<file path="src/rtl/sram_arbiter.sv">
// sram_arbiter: two-port arbiter and access sequencer for a single-port SRAM
// Ports: clock/reset (sync, active-high); port A and port B request channels
// (req/rw/addr/wdata in, ack out); o_rdata returns read data with the owning
// ack; busy is high outside IDLE; mem_* drive the SRAM, mem_dataOut returns it.
module sram_arbiter #(
    parameter int ADDR_W     = 15,
    parameter int DATA_W     = 32,
    parameter int READ_LAT   = 2,
    parameter int FIXED_PRIO = 0
) (
    input  logic              clock,
    input  logic              reset,
    input  logic              a_req,
    input  logic              a_rw,
    input  logic [ADDR_W-1:0] a_addr,
    input  logic [DATA_W-1:0] a_wdata,
    output logic              a_ack,
    input  logic              b_req,
    input  logic              b_rw,
    input  logic [ADDR_W-1:0] b_addr,
    input  logic [DATA_W-1:0] b_wdata,
    output logic              b_ack,
    output logic [DATA_W-1:0] o_rdata,
    output logic              busy,
    output logic              mem_enable,
    output logic              mem_readWrite,
    output logic [ADDR_W-1:0] mem_address,
    output logic [DATA_W-1:0] mem_dataIn,
    input  logic [DATA_W-1:0] mem_dataOut
);
    localparam int CNT_W = (READ_LAT > 1) ? $clog2(READ_LAT) : 1;

    typedef enum logic [1:0] {IDLE, ACCESS, RECOVER} state_t;

    state_t            state_q, state_d;
    logic              owner_q, owner_d;
    logic              last_q, last_d;
    logic [CNT_W-1:0]  cnt_q, cnt_d;
    logic              en_q, en_d;
    logic              rw_q, rw_d;
    logic [ADDR_W-1:0] addr_q, addr_d;
    logic [DATA_W-1:0] din_q, din_d;
    logic [DATA_W-1:0] rdata_q, rdata_d;
    logic              a_ack_q, a_ack_d;
    logic              b_ack_q, b_ack_d;
    logic              busy_q, busy_d;
    logic              pick_b;

    // owner/last_grant encoding: 0 = port A, 1 = port B.
    // On a tie in round-robin mode B wins only when A was granted last.
    assign pick_b = (a_req && b_req) ? ((FIXED_PRIO == 0) && !last_q) : b_req;

    always_comb begin
        state_d = state_q;
        owner_d = owner_q;
        last_d  = last_q;
        cnt_d   = cnt_q;
        en_d    = en_q;
        rw_d    = rw_q;
        addr_d  = addr_q;
        din_d   = din_q;
        rdata_d = rdata_q;
        a_ack_d = 1'b0;
        b_ack_d = 1'b0;
        case (state_q)
            IDLE: begin
                if (a_req || b_req) begin
                    owner_d = pick_b;
                    last_d  = pick_b;
                    en_d    = 1'b1;
                    rw_d    = pick_b ? b_rw : a_rw;
                    addr_d  = pick_b ? b_addr : a_addr;
                    din_d   = rw_d ? (pick_b ? b_wdata : a_wdata) : din_q;
                    // cnt counts the remaining edges before the sampling edge
                    cnt_d   = rw_d ? '0 : CNT_W'(READ_LAT - 1);
                    state_d = ACCESS;
                end
            end
            ACCESS: begin
                if (cnt_q != '0) begin
                    cnt_d = cnt_q - 1'b1;
                end else begin
                    en_d    = 1'b0;
                    rdata_d = rw_q ? rdata_q : mem_dataOut;
                    a_ack_d = !owner_q;
                    b_ack_d = owner_q;
                    state_d = RECOVER;
                end
            end
            RECOVER: state_d = IDLE;
            default: state_d = IDLE;
        endcase
        busy_d = (state_d != IDLE);
    end

    always_ff @(posedge clock) begin
        if (reset) begin
            state_q <= IDLE;
            owner_q <= 1'b0;
            last_q  <= 1'b1;
            cnt_q   <= '0;
            en_q    <= 1'b0;
            rw_q    <= 1'b0;
            addr_q  <= '0;
            din_q   <= '0;
            rdata_q <= '0;
            a_ack_q <= 1'b0;
            b_ack_q <= 1'b0;
            busy_q  <= 1'b0;
        end else begin
            state_q <= state_d;
            owner_q <= owner_d;
            last_q  <= last_d;
            cnt_q   <= cnt_d;
            en_q    <= en_d;
            rw_q    <= rw_d;
            addr_q  <= addr_d;
            din_q   <= din_d;
            rdata_q <= rdata_d;
            a_ack_q <= a_ack_d;
            b_ack_q <= b_ack_d;
            busy_q  <= busy_d;
        end
    end

    assign a_ack         = a_ack_q;
    assign b_ack         = b_ack_q;
    assign o_rdata       = rdata_q;
    assign busy          = busy_q;
    assign mem_enable    = en_q;
    assign mem_readWrite = rw_q;
    assign mem_address   = addr_q;
    assign mem_dataIn    = din_q;
endmodule

</file>
<file path="config.mk">
export PLATFORM = sky130hd
export DESIGN_NAME = sram_arbiter
export DESIGN_NICKNAME = d
export VERILOG_FILES = /design/src/rtl/sram_arbiter.sv
export SDC_FILE = /design/constraint.sdc
export NUM_CORES = 1
export LEC_CHECK = 0
export CAP_MARGIN = 20
export CORE_UTILIZATION = 40
export DETAILED_ROUTE_END_ITERATION = 10
export PLACE_DENSITY = 0.93
export SLEW_MARGIN = 20
export SYNTH_ARGS = -nofsm -noshare
export SYNTH_HDL_FRONTEND = slang
export SYNTH_SLANG_ARGS = --single-unit
export TNS_END_PERCENT = 50
</file>
<file path="constraint.sdc">
create_clock -name clock -period 4.6 [get_ports clock]
set_clock_uncertainty 0.05 [all_clocks]
set_input_delay 1.15 -clock clock [delete_from_list [all_inputs] [get_ports clock]]
set_output_delay 1.15 -clock clock [all_outputs]
set_load 0.02 [all_outputs]
</file>
==> flow_summary.toml, run 1 <==
[run]
drv_cap = 0

[pwr]
p_leak_nw = 2.18
ir_drop_mv = 0.178
power.density_nw_per_um2 = 364

[clock_tree]
cts_root_buf = "clkbuf_8"
ctsHoldBuffers = 0
post_cts_resized = 0
cts_tree = "built"
path_clk_slew_ps = 80
clk_latency_ps = 350
htree_num_levels = 3
post_cts_buffers = 0
clock-sinks = 89
cts_made_buffers = 9
max-clock-path-buffers = 2

[setup_path]
worstSetupPathType = "input port to register"
crit_family = "buffers and inverters"
path_cells = "clkdlybuf4s50_1, a21boi_4, buf_4, mux2i_1, a211oi_1"
cp.arrival_ps = 3030
cp-start-kind = "input port"
max_stage_delay_ps = 640
cp.required_ps = 4810
crit_path_end_kind = "register"
timing.critical_path.buf_inv = 2
cp_slowest_cell = "buf_4"
crit_start = "b_req"
reg2reg_from = "state_q[1]"
crit_fanout = 48

[floorplan]
die_area_um2 = 9170
rows = 33
die_h_um = 95.8
die_x_um = 95.8
io_pins = 216
start_util = 0.420
core_um2 = 8380

[drt]
first_pass_iters = 4
drt-wirelength-per-cell_um = 14.6
ant_nets = 0
drc = 0
drtIter0Drc = 76
via_count = 3493
wl_mm = 10.2
vias_per_cell = 5.01

[sta]
setup-violations-final = 0
hold_viol_final = 0
fin_setup_tns_ps = 0
maxSlewHeadroom = 0.343
timing.final.crit_share = 0.614
tightest_slew_ps = 985
fmax_ghz = 0.354
final_max_slew_viol_count = 0
fin_crit_ps = 2820
rsz0062_at_grt = "false"
timing.final.ws_setup_ps = 1780

[synthesis]
yosysWarnings = 0
synth-seq-cells = 89
syn-num-nets = 520
ys_types = 22
netlist_instances = 388
synth.avg_cell_area_um2 = 9.07
netlist_area_um2 = 3520
synth_seq_area_share = 0.506

[global_route]
antenna_found_initial = 0
grt_max_degree = 66
grt_use_total = 0.224
overflow = 0
grt_pass1_wl_mm = 15.5
grt_pass1_vias = 3415

[final_layout]
syn_to_final_growth_pct = 69.5
layout.nets = 719
final_layout_size_suffix_gt1_frac = 0.0422
n_antenna_cell = 0

[placed_design]
dp_hpwl_mm = 7.64
port_buffers = 215
place_ws_ps = 1140
place_congestion = 0.718

[status]
status = "finished clean"

[worst_hold_path]
hold_class = "register to register"
min_from = "o_rdata[19]"
## synthesized netlist by cell type, drive strengths merged
| master | instances | area share |
|---|---|---|
| a211oi | 47 | 0.10 |
| a21boi | 1 | 0.0032 |
| a21oi | 38 | 0.054 |
| and2 | 1 | 0.0018 |
| buf | 16 | 0.030 |
| clkbuf | 17 | 0.018 |
| dfxtp | 89 | 0.51 |
| mux2 | 1 | 0.0032 |
| mux2i | 47 | 0.13 |
| nand2 | 68 | 0.073 |
| nand2b | 1 | 0.0018 |
| nor2 | 51 | 0.054 |
| nor2b | 1 | 0.0018 |
| nor3 | 3 | 0.0057 |
| nor3b | 1 | 0.0021 |
| nor4 | 2 | 0.0036 |
| nor4bb | 1 | 0.0028 |
| o21ai | 1 | 0.0014 |
| or3 | 2 | 0.0036 |
## report_power, final
part	switching, mW	internal (mW)
sequential	0.0474	0.849
clock	0.265	0.416
combinational	0.286	0.306
## layout by cell type (no fill, tap or decap), drive strengths merged
cell             n
a211oi          47
a21boi           1
a21oi           38
and2             1
buf              7
bufinv           4
clkbuf          11
clkdlybuf4s50  214
clkinvlp         1
dfxtp           89
mux2             1
mux2i           47
nand2           68
nand2b           1
nor2            51
nor2b            1
nor3             3
nor3b            1
nor4             2
nor4bb           1
o21ai            1
or3              2
## worst reg2reg max path: stages (launching register included)
cell and delay (ps):
dfxtp_1 480, nand2b_1 300, or3_1 810, nand2_1 140
a21oi_1 190
## metal layers
metal	up-vias	GRT usage	routed length, um
met5	-	0	0
met4	0	0.0858	189
met3	17	0.0671	831
met2	163	0.396	5100
met1	1568	0.253	4060
li1	1745	-	-
## layout make-up
cell class | instances | area, um2
Timing Repair Buffer | 221 | 2200
Clock inverter | 5 | 128
Tap cell | 105 | 131
Multi-Input combinational cell | 266 | 1590
Fill cell | 623 | 2420
Clock buffer | 11 | 131
Sequential cell | 89 | 1780
## worst paths after layout
path                          to  slack, ps  cells after the start
hold reg to reg      o_rdata[19]        410                      2
setup reg to reg     o_rdata[20]       2560                      4
setup / recovery  mem_dataIn[27]       1780                      5
hold / removal       o_rdata[19]        410                      2
## through the flow
| stage | instances | utilization | total power [mW] | cell area (um2) | hold WS (ps) |
|---|---|---|---|---|---|
| after floorplan | 388 | - | 1.20 | 3520 | 365 |
| after global placement | 680 | 0.678 | 1.48 | 5690 | 381 |
| after detailed placement | 680 | 0.678 | 1.50 | 5690 | 396 |
| after CTS | 696 | 0.709 | 2.18 | 5940 | 408 |
| after global routing | 697 | 0.711 | 2.27 | 5960 | 426 |
| final | 697 | 0.711 | 2.17 | 5960 | 407 |
## flip-flops by register name, summed over array words and instances (netlist names), 2 cells and up
signal / flops
mem_address: 15
mem_dataIn: 32
o_rdata: 32
state_q: 2
## kinds of logic after synthesis
kind of cell / Yosys count / share of synthesized area
buf+inv: 33 / 0.0476
simple gates: 131 / 0.150
mux: 48 / 0.137
flops: 89 / 0.506
compound gates: 87 / 0.159
(Power assumes the default switching activity.)
==> run 2: changes to the inputs <==
CORE_UTILIZATION = 37   (was 40)
PLACE_DENSITY = 0.87   (was 0.93)
clock period = 2.69 ns   (was 4.6 ns; I/O delays follow)
==> run 2 against run 1 <==
  * Routed wire length shrank 2.2%
  * Combinational power grew 72%
  * Total power grew 61%
  * Sequential power grew 71%
  * Global-route usage shrank 2.5 points
  * Sequential cell count is the same
  * Sequential share of layout area is essentially flat
  * Via count shrank 0.49%
  * Setup slack lost 1200 ps
  * Clock-buffer cell count shrank 1
  * Register-to-register slack lost 1900 ps
==> flow_summary.toml, run 2 (synthesis gave the netlist of run 1 again) <==
[status]
status = "finished clean"

[clock_tree]
cts_root_buf = "clkbuf_8"
htree_num_levels = 3
path_clk_slew_ps = 90
cts_tree = "built"
cts_made_buffers = 9
ctsHoldBuffers = 0
post_cts_buffers = 0
clk_latency_ps = 340
clock-sinks = 89
post_cts_resized = 0
max-clock-path-buffers = 2

[global_route]
overflow = 0
grt_max_degree = 49
grt_use_total = 0.200
grt_pass1_wl_mm = 15.5
antenna_found_initial = 0
grt_pass1_vias = 3270

[drt]
drt-wirelength-per-cell_um = 13.8
first_pass_iters = 4
drtIter0Drc = 64
vias_per_cell = 4.81
wl_mm = 9.96
ant_nets = 0
drc = 0
via_count = 3476

[setup_path]
cp.required_ps = 1970
cp-start-kind = "register"
ff2ff_setup_slack_ps = 620
worstSetupPathType = "register to output pin"
path_cells = "clkdlybuf4s50_1"
crit_path_end_kind = "output pin"
max_stage_delay_ps = 660
reg2reg_from = "state_q[1]"
endpoint = "mem_readWrite"
cp_slowest_cell = "clkdlybuf4s50_1"
cp.arrival_ps = 1430
rr_worst_depth = 4
crit_fanout = 4
crit_family = "buffers and inverters"
timing.critical_path.buf_inv = 1
critical_path_cell_count = 1
crit_start = "mem_readWrite"
r2r-end = "o_rdata[31]"

[placed_design]
dp_hpwl_mm = 7.62
port_buffers = 215
place_congestion = 0.788
placed_cells = 706
place_ws_ps = 214
dpl-instance-area_um2 = 5770

[floorplan]
io_pins = 216
rows = 35
core_um2 = 9240
die_x_um = 99.5
start_util = 0.381
die_area_um2 = 9900
die_h_um = 99.5

[final_layout]
layout_common_cells = "clkdlybuf4s50_1 (214), dfxtp_1 (89), nand2_1 (68), nor2_1 (51)"
final_common_cell = "clkdlybuf4s50_1"
syn_to_final_growth_pct = 69.7
n_antenna_cell = 0
layout.nets = 720
final_layout_size_suffix_gt1_frac = 0.0472
final_cells = 722
utilization = 0.646
final_area_um2 = 5970

[run]
drv_cap = 0

[sta]
hold_viol_final = 0
rsz0062_at_grt = "false"
fin_crit_ps = 2160
tightest_slew_ps = 1010
timing.final.ws_setup_ps = 533
setup-violations-final = 0
whs_ps = 405
fmax_ghz = 0.464
final_max_slew_viol_count = 0
maxSlewHeadroom = 0.326
timing.final.crit_share = 0.802
fin_setup_tns_ps = 0

[pwr]
power.density_nw_per_um2 = 584
p_leak_nw = 2.18
finalPower_mw = 3.48
ir_drop_mv = 0.267

[worst_hold_path]
whs_path_depth = 2
hold_class = "register to register"
## run 2: cell count changes in the layout (fill, tap and decap cells not counted), sizes merged
cell,previous run,this run
clkinv,0,2
clkbuf,11,10
bufinv,4,1
inv,0,2
buf,7,8
## run 2: area by class of cell
| type | count | area, um2 |
|---|---|---|
| Clock buffer | 10 | 138 |
| Tap cell | 129 | 161 |
| Sequential cell | 89 | 1780 |
| Timing Repair Buffer | 222 | 2240 |
| Clock inverter | 6 | 65.1 |
| Fill cell | 738 | 3270 |
| Multi-Input combinational cell | 266 | 1590 |
## run 2: power by group
part           switching [mW]  internal [mW]
clock                   0.479          0.459
sequential             0.0798           1.45
combinational           0.486          0.529
total                    1.05           2.44
## run 2: worst min path at each step
| stage | endpoint | start |
|---|---|---|
| final | o_rdata[9] | o_rdata[9] |
| after global routing | o_rdata[9] | o_rdata[9] |
| after CTS | o_rdata[4] | o_rdata[4] |
| after detailed placement | o_rdata[4] | o_rdata[4] |
| after global placement | a_ack | owner_q |
| after floorplan | a_ack | owner_q |
## run 2: per-layer routing
| layer | global-route usage | vias to the layer above | share of wire |
|---|---|---|---|
| met5 | 0 | - | 0 |
| met4 | 0.0679 | 0 | 0.013 |
| met3 | 0.0471 | 10 | 0.073 |
| met2 | 0.374 | 148 | 0.52 |
| met1 | 0.219 | 1568 | 0.39 |
| li1 | - | 1750 | - |
==> run 3: changes to the inputs <==
CORE_UTILIZATION = 33   (was 37)
PLACE_DENSITY = 0.83   (was 0.87)
clock period = 1.8 ns   (was 2.69 ns; I/O delays follow)
==> run 3 against run 2 <==
  * Total power increased by 48%
  * Non-clock buffer count increased by 13
  * Sequential power increased by 49%
  * Sequential share of layout area decreased by 0.68 points
  * Final area increased by 2.3%
  * Routed wire length increased by 3.9%
  * First-iteration DRC count increased by 44%
  * Sequential cell count unchanged
  * Largest power group unchanged
==> flow_summary.toml, run 3 (synthesis gave the netlist of run 1 again) <==
[drt]
drc = 0
first_pass_iters = 4
ant_nets = 0
via_count = 3524
vias_per_cell = 4.74
wl_mm = 10.3
drt-wirelength-per-cell_um = 13.9
drtIter0Drc = 92

[setup_path]
cp.arrival_ps = 1910
cp_slowest_cell = "clkdlybuf4s50_1"
cp-start-kind = "input port"
path_cells = "clkdlybuf4s50_1, a21boi_4, mux2_4, buf_4, nor2_1, a211oi_1"
crit_fanout = 14
cp.required_ps = 1980
timing.critical_path.buf_inv = 2
max_stage_delay_ps = 480
worstSetupPathType = "input port to register"
crit_path_end_kind = "register"
crit_family = "buffers and inverters"

[sta]
timing.final.crit_share = 0.960
fin_setup_tns_ps = 0
whs_ps = 408
hold_viol_final = 0
rsz0062_at_grt = "false"
timing.final.ws_setup_ps = 71.5
setup-violations-final = 0
tightest_slew_ps = 432
final_max_slew_viol_count = 0
maxSlewHeadroom = 0.712
fmax_ghz = 0.579
fin_crit_ps = 1730

[worst_hold_path]
hold_class = "register to register"

[clock_tree]
cts_tree = "built"
max-clock-path-buffers = 2
htree_num_levels = 3
ctsHoldBuffers = 0
clk_latency_ps = 340
path_clk_slew_ps = 90
cts_root_buf = "clkbuf_8"
clock-sinks = 89
cts_made_buffers = 9

[final_layout]
regArea_um2 = 1780
final_common_cell = "clkdlybuf4s50_1"
final_layout_size_suffix_gt1_frac = 0.0776
fill_cells = 935
syn_to_final_growth_pct = 73.7
layout.nets = 733
multiInputGateArea_um2 = 1630
final_cells = 743
layout_common_cells = "clkdlybuf4s50_1 (129), dfxtp_1 (89), dlygate4sd2_1 (79), nand2_1 (68), nor2_1 (51)"

[run]
drv_cap = 0

[global_route]
antenna_found_initial = 1
grt_use_total = 0.187
grt_pass1_vias = 3535
overflow = 0
grt_pass1_wl_mm = 16.3
grt_max_degree = 33

[pwr]
p_leak_nw = 2.68
ir_drop_mv = 0.341
power.density_nw_per_um2 = 844

[floorplan]
io_pins = 216
start_util = 0.341
core_um2 = 10300
rows = 37
die_h_um = 105
die_x_um = 105
die_area_um2 = 11100

[placed_design]
port_buffers = 215
placed_cells = 724
place_congestion = 0.754
dp_hpwl_mm = 7.90
place_ws_ps = -473

[status]
status = "finished clean"
## run 3: changes by cell type in the layout (fill, tap and decap cells not counted), sizes merged, moves of 2 or more
cell           previous run  this run
dlygate4sd2               0        79
clkdlybuf4s50           214       129
clkinv                    2         4
dlymetal6s2s              0         6
buf                       8        21
## run 3: timing repair
item / in CTS / in global routing
resized for setup: 85 / 9
hold endpoints to repair: 0 / 0
gates cloned: 1 / 0
buffers inserted: 1 / 0
setup endpoints to repair: 109 / 37
pin swaps: 0 / 1
## run 3: cell type report
type | instances | share of cell area
antenna | 1 | 0.000410
clock buffer | 10 | 0.0225
clock inverter | 6 | 0.0109
multi-input combinational | 266 | 0.267
sequential | 89 | 0.292
tap | 136 | 0.0278
timing repair buffer | 235 | 0.380
## run 3: final timing paths
| path | start | to | slack, ps | depth (start not counted) |
|---|---|---|---|---|
| setup / recovery | b_req | mem_dataIn[1] | 70 | 6 |
| hold / removal | o_rdata[18] | o_rdata[18] | 410 | 2 |
| setup reg to reg | state_q[1] | mem_dataIn[1] | 250 | 5 |
| hold reg to reg | o_rdata[18] | o_rdata[18] | 410 | 2 |
## run 3: worst min-delay path: stages, from the launching register on
cell	delay [ps]
dfxtp_1	310
nand2_1	50
a21oi_1	50
## run 3: power by group
group / switching [mW] / total, mW / internal [mW]
clock network: 0.696 / 1.38 / 0.685
registers: 0.110 / 2.28 / 2.17
logic: 0.756 / 1.50 / 0.739
total: 1.56 / 5.16 / 3.59
## run 3: layer usage
layer  vias up  GRT usage  part of all wire
li1       1767          -                 -
met1      1598      0.195              0.39
met2       147      0.342              0.51
met3        12     0.0699             0.085
met4         0     0.0644             0.013
met5         -          0                 0
## run 3: per-stage QoR
step                cell area, um2  power (mW)   util
floorplan                     3520        3.07      -
global placement              5910        3.87  0.572
detailed placement            5910        3.92  0.572
CTS                           6090        5.22  0.590
global route                  6110        5.44  0.592
finish                        6110        5.16  0.592
==> RTL change, RTL diff (flow settings as in run 3) <==
The parameter `ADDR_W` goes from 15 to 14.
--- a/src/rtl/sram_arbiter.sv
+++ b/src/rtl/sram_arbiter.sv
@@ -3,7 +3,7 @@
 // (req/rw/addr/wdata in, ack out); o_rdata returns read data with the owning
 // ack; busy is high outside IDLE; mem_* drive the SRAM, mem_dataOut returns it.
 module sram_arbiter #(
-    parameter int ADDR_W     = 15,
+    parameter int ADDR_W     = 14,
     parameter int DATA_W     = 32,
     parameter int READ_LAT   = 2,
     parameter int FIXED_PRIO = 0
Interface: changed (resized a_addr, b_addr and mem_address); port bits go from 216 to 213. No check against the original RTL was run, so the function may have changed too.
==> RTL change against run 3 <==
  * Clock power grew 11%
  * Sequential share of layout area shrank 0.27 points
  * Sequential cell count shrank 1
  * Synthesized cell count shrank 1.0%
  * Via count shrank 0.14%
  * Die area shrank 1.3%
  * Worst setup slack lost 20 ps
  * Count of clock-buffer cells in the layout is the same
  * Largest power group unchanged
  * Power grew 2.6%
  * Largest cell class unchanged
  * Combinational power is essentially flat
  * Design area shrank 0.18%
  * Area after synthesis shrank 1.3%
  * Wire length shrank 1.0%
==> RTL change: results (changes against run 3) <==
<table>
<tr><th>Metric</th><th>Value</th></tr>
<tr><th colspan="2">Global routing</th></tr>
<tr><td>Maximum number of pins on one net before global-route repair</td><td>38 (+15%)</td></tr>
<tr><td>Global-route wire length before repair</td><td>15.91 mm (-2.6%)</td></tr>
<tr><td>Total routing usage reported by global routing</td><td>18.05% (-0.64 points)</td></tr>
<tr><td>Global routing met3 resource utilization</td><td>4.741% (-2.2 points)</td></tr>
<tr><th colspan="2">Worst hold path</th></tr>
<tr><td>Worst Hold End</td><td>o_rdata[21]</td></tr>
<tr><td>Start point of the worst hold path</td><td>o_rdata[21]</td></tr>
<tr><th colspan="2">Power and ir drop</th></tr>
<tr><td>Internal</td><td>3.705 mW (+3.1%)</td></tr>
<tr><td>Leakage component of the power</td><td>2.754 nW (+2.7%)</td></tr>
<tr><td>Maximum vdd drop</td><td>0.4968 mV (+46%)</td></tr>
<tr><th colspan="2">Place</th></tr>
<tr><td>Placed instance count</td><td>712 (-1.7%)</td></tr>
<tr><td>Standard cell area after detailed placement</td><td>5788 um^2 (-2.1%)</td></tr>
<tr><td>Quantity of I/O buffers inserted on ports</td><td>212 (-1.4%)</td></tr>
<tr><td>Routability cong.</td><td>0.7220 (-4.3%)</td></tr>
<tr><th colspan="2">Critical path</th></tr>
<tr><td>Reg-to-reg endpoint</td><td>mem_dataIn[28]</td></tr>
<tr><th colspan="2">Logic synthesis</th></tr>
<tr><td>Number of distinct standard cells referenced by the synthesized netlist</td><td>23 (+4.5%)</td></tr>
<tr><td>Proportion of synthesized chip area in sequential cells</td><td>50.74% (+0.099 points)</td></tr>
<tr><td>Syn_area_per_cell</td><td>9.042 um^2 (-0.29%)</td></tr>
<tr><td>Largest cells by area after synthesis</td><td>dfxtp_1 (51%), mux2i_1 (13%), a211oi_1 (9.9%)</td></tr>
<tr><td>Synthesized-area fraction occupied by ao, oa, aoi and oai cells</td><td>15.89% (about the same)</td></tr>
<tr><td>Mux cell area share after synthesis</td><td>13.59% (-0.11 points)</td></tr>
<tr><th colspan="2">STA</th></tr>
<tr><td>Worst hold slack</td><td>408.5 ps (+0.7180 ps)</td></tr>
<tr><th colspan="2">CTS</th></tr>
<tr><td>Number of setup buffers added after CTS</td><td>0 (-1)</td></tr>
<tr><th colspan="2">Final layout</th></tr>
<tr><td>Fraction of final layout cells sized beyond drive strength 1</td><td>8.769% (+1.0 points)</td></tr>
<tr><td>Cell Count, Final, Fillers Out</td><td>729 (-1.9%)</td></tr>
<tr><td>Final antenna diode count</td><td>0 (-1)</td></tr>
<tr><td>Filler cell count in the final layout</td><td>900 (-3.7%)</td></tr>
<tr><th colspan="2">Routing</th></tr>
<tr><td>DR vias</td><td>3519 (-0.14%)</td></tr>
<tr><td>Detailed router's first-iteration violation count</td><td>120 (+30%)</td></tr>
<tr><th colspan="2">Run status</th></tr>
<tr><td>Run status</td><td>finished, final reports clean</td></tr>
</table>
RTL change: cell count changes after synthesis, sizes merged:
| cell | before | now |
|---|---|---|
| dfxtp | 89 | 88 |
| buf | 16 | 17 |
| mux2i | 47 | 46 |
| clkbuf | 17 | 16 |
| nor2 | 51 | 50 |
| a211oi | 47 | 46 |
RTL change: how the worst max path moves through the flow:
stage,start,endpoint,slack (ps)
5_1_grt,b_req,cnt_q,10
2_1_floorplan,b_req,mem_readWrite,180
4_1_cts,b_req,mem_dataIn[11],-20
3_5_place_dp,a_req,mem_dataIn[16],-540
3_3_place_gp,a_req,mem_dataIn[8],-310
6_report,b_req,cnt_q,50
RTL change: timing repair:
action	4_1_cts	5_1_grt
hold buffers	0	0
setup endpoints to repair	102	45
gates resized for setup	76	29
pin swaps	1	0
gates cloned	1	0
RTL change: cell families (layout without fill, tap and decap cells):
kind of cell / count (synthesis) / in the layout
AND/OR/NAND/NOR: 130 / 130
flip-flops: 88 / 88
AO/OA/AOI/OAI: 86 / 86
multiplexers: 47 / 47
buffers and inverters: 33 / 242
RTL change: layout make-up:
type / count / area (um^2) / area share [%]
multi-input combinational: 263 / 1667 / 27.32
clock inverter: 6 / 91.34 / 1.497
sequential: 88 / 1762 / 28.88
clock buffer: 10 / 137.6 / 2.256
timing repair buffer: 226 / 2272 / 37.25
tap: 136 / 170.2 / 2.790
RTL change: through the flow:
| step | power [mW] | utilization (%) | setup slack [ps] | setup TNS [ps] |
|---|---|---|---|---|
| final | 5.287 | 59.35 | 51.74 | 0 |
| after global routing | 5.552 | 59.35 | 12.34 | 0 |
| after CTS | 5.310 | 58.39 | -22.23 | -55.66 |
| after detailed placement | 3.849 | 56.32 | -540.6 | -18440 |
| after global placement | 3.803 | 56.32 | -313.7 | -12200 |
| after floorplan | 3.032 | - | 179.3 | 0 |
RTL change: worst reg2reg max path, cell delays in order (launching register included):
cell	delay, ps
dfxtp_1	400
nor4bb_4	320
mux2_4	260
buf_12	180
nor2_1	60
a211oi_1	210
RTL change: power by group through the flow:
stage | logic [mW] | registers [mW] | clock network (mW)
finish | 1.50 | 2.25 | 1.53
global route | 1.61 | 2.28 | 1.66
CTS | 1.48 | 2.26 | 1.57
detailed placement | 1.55 | 2.30 | 0
floorplan | 0.518 | 2.51 | 0
global placement | 1.51 | 2.29 | 0
RTL change: layer usage:
layer / vias up / wire (um)
met4: 0 / 212
met1: 1616 / 3983
met2: 154 / 5266
met3: 16 / 771
li1: 1733 / -
met5: - / 0
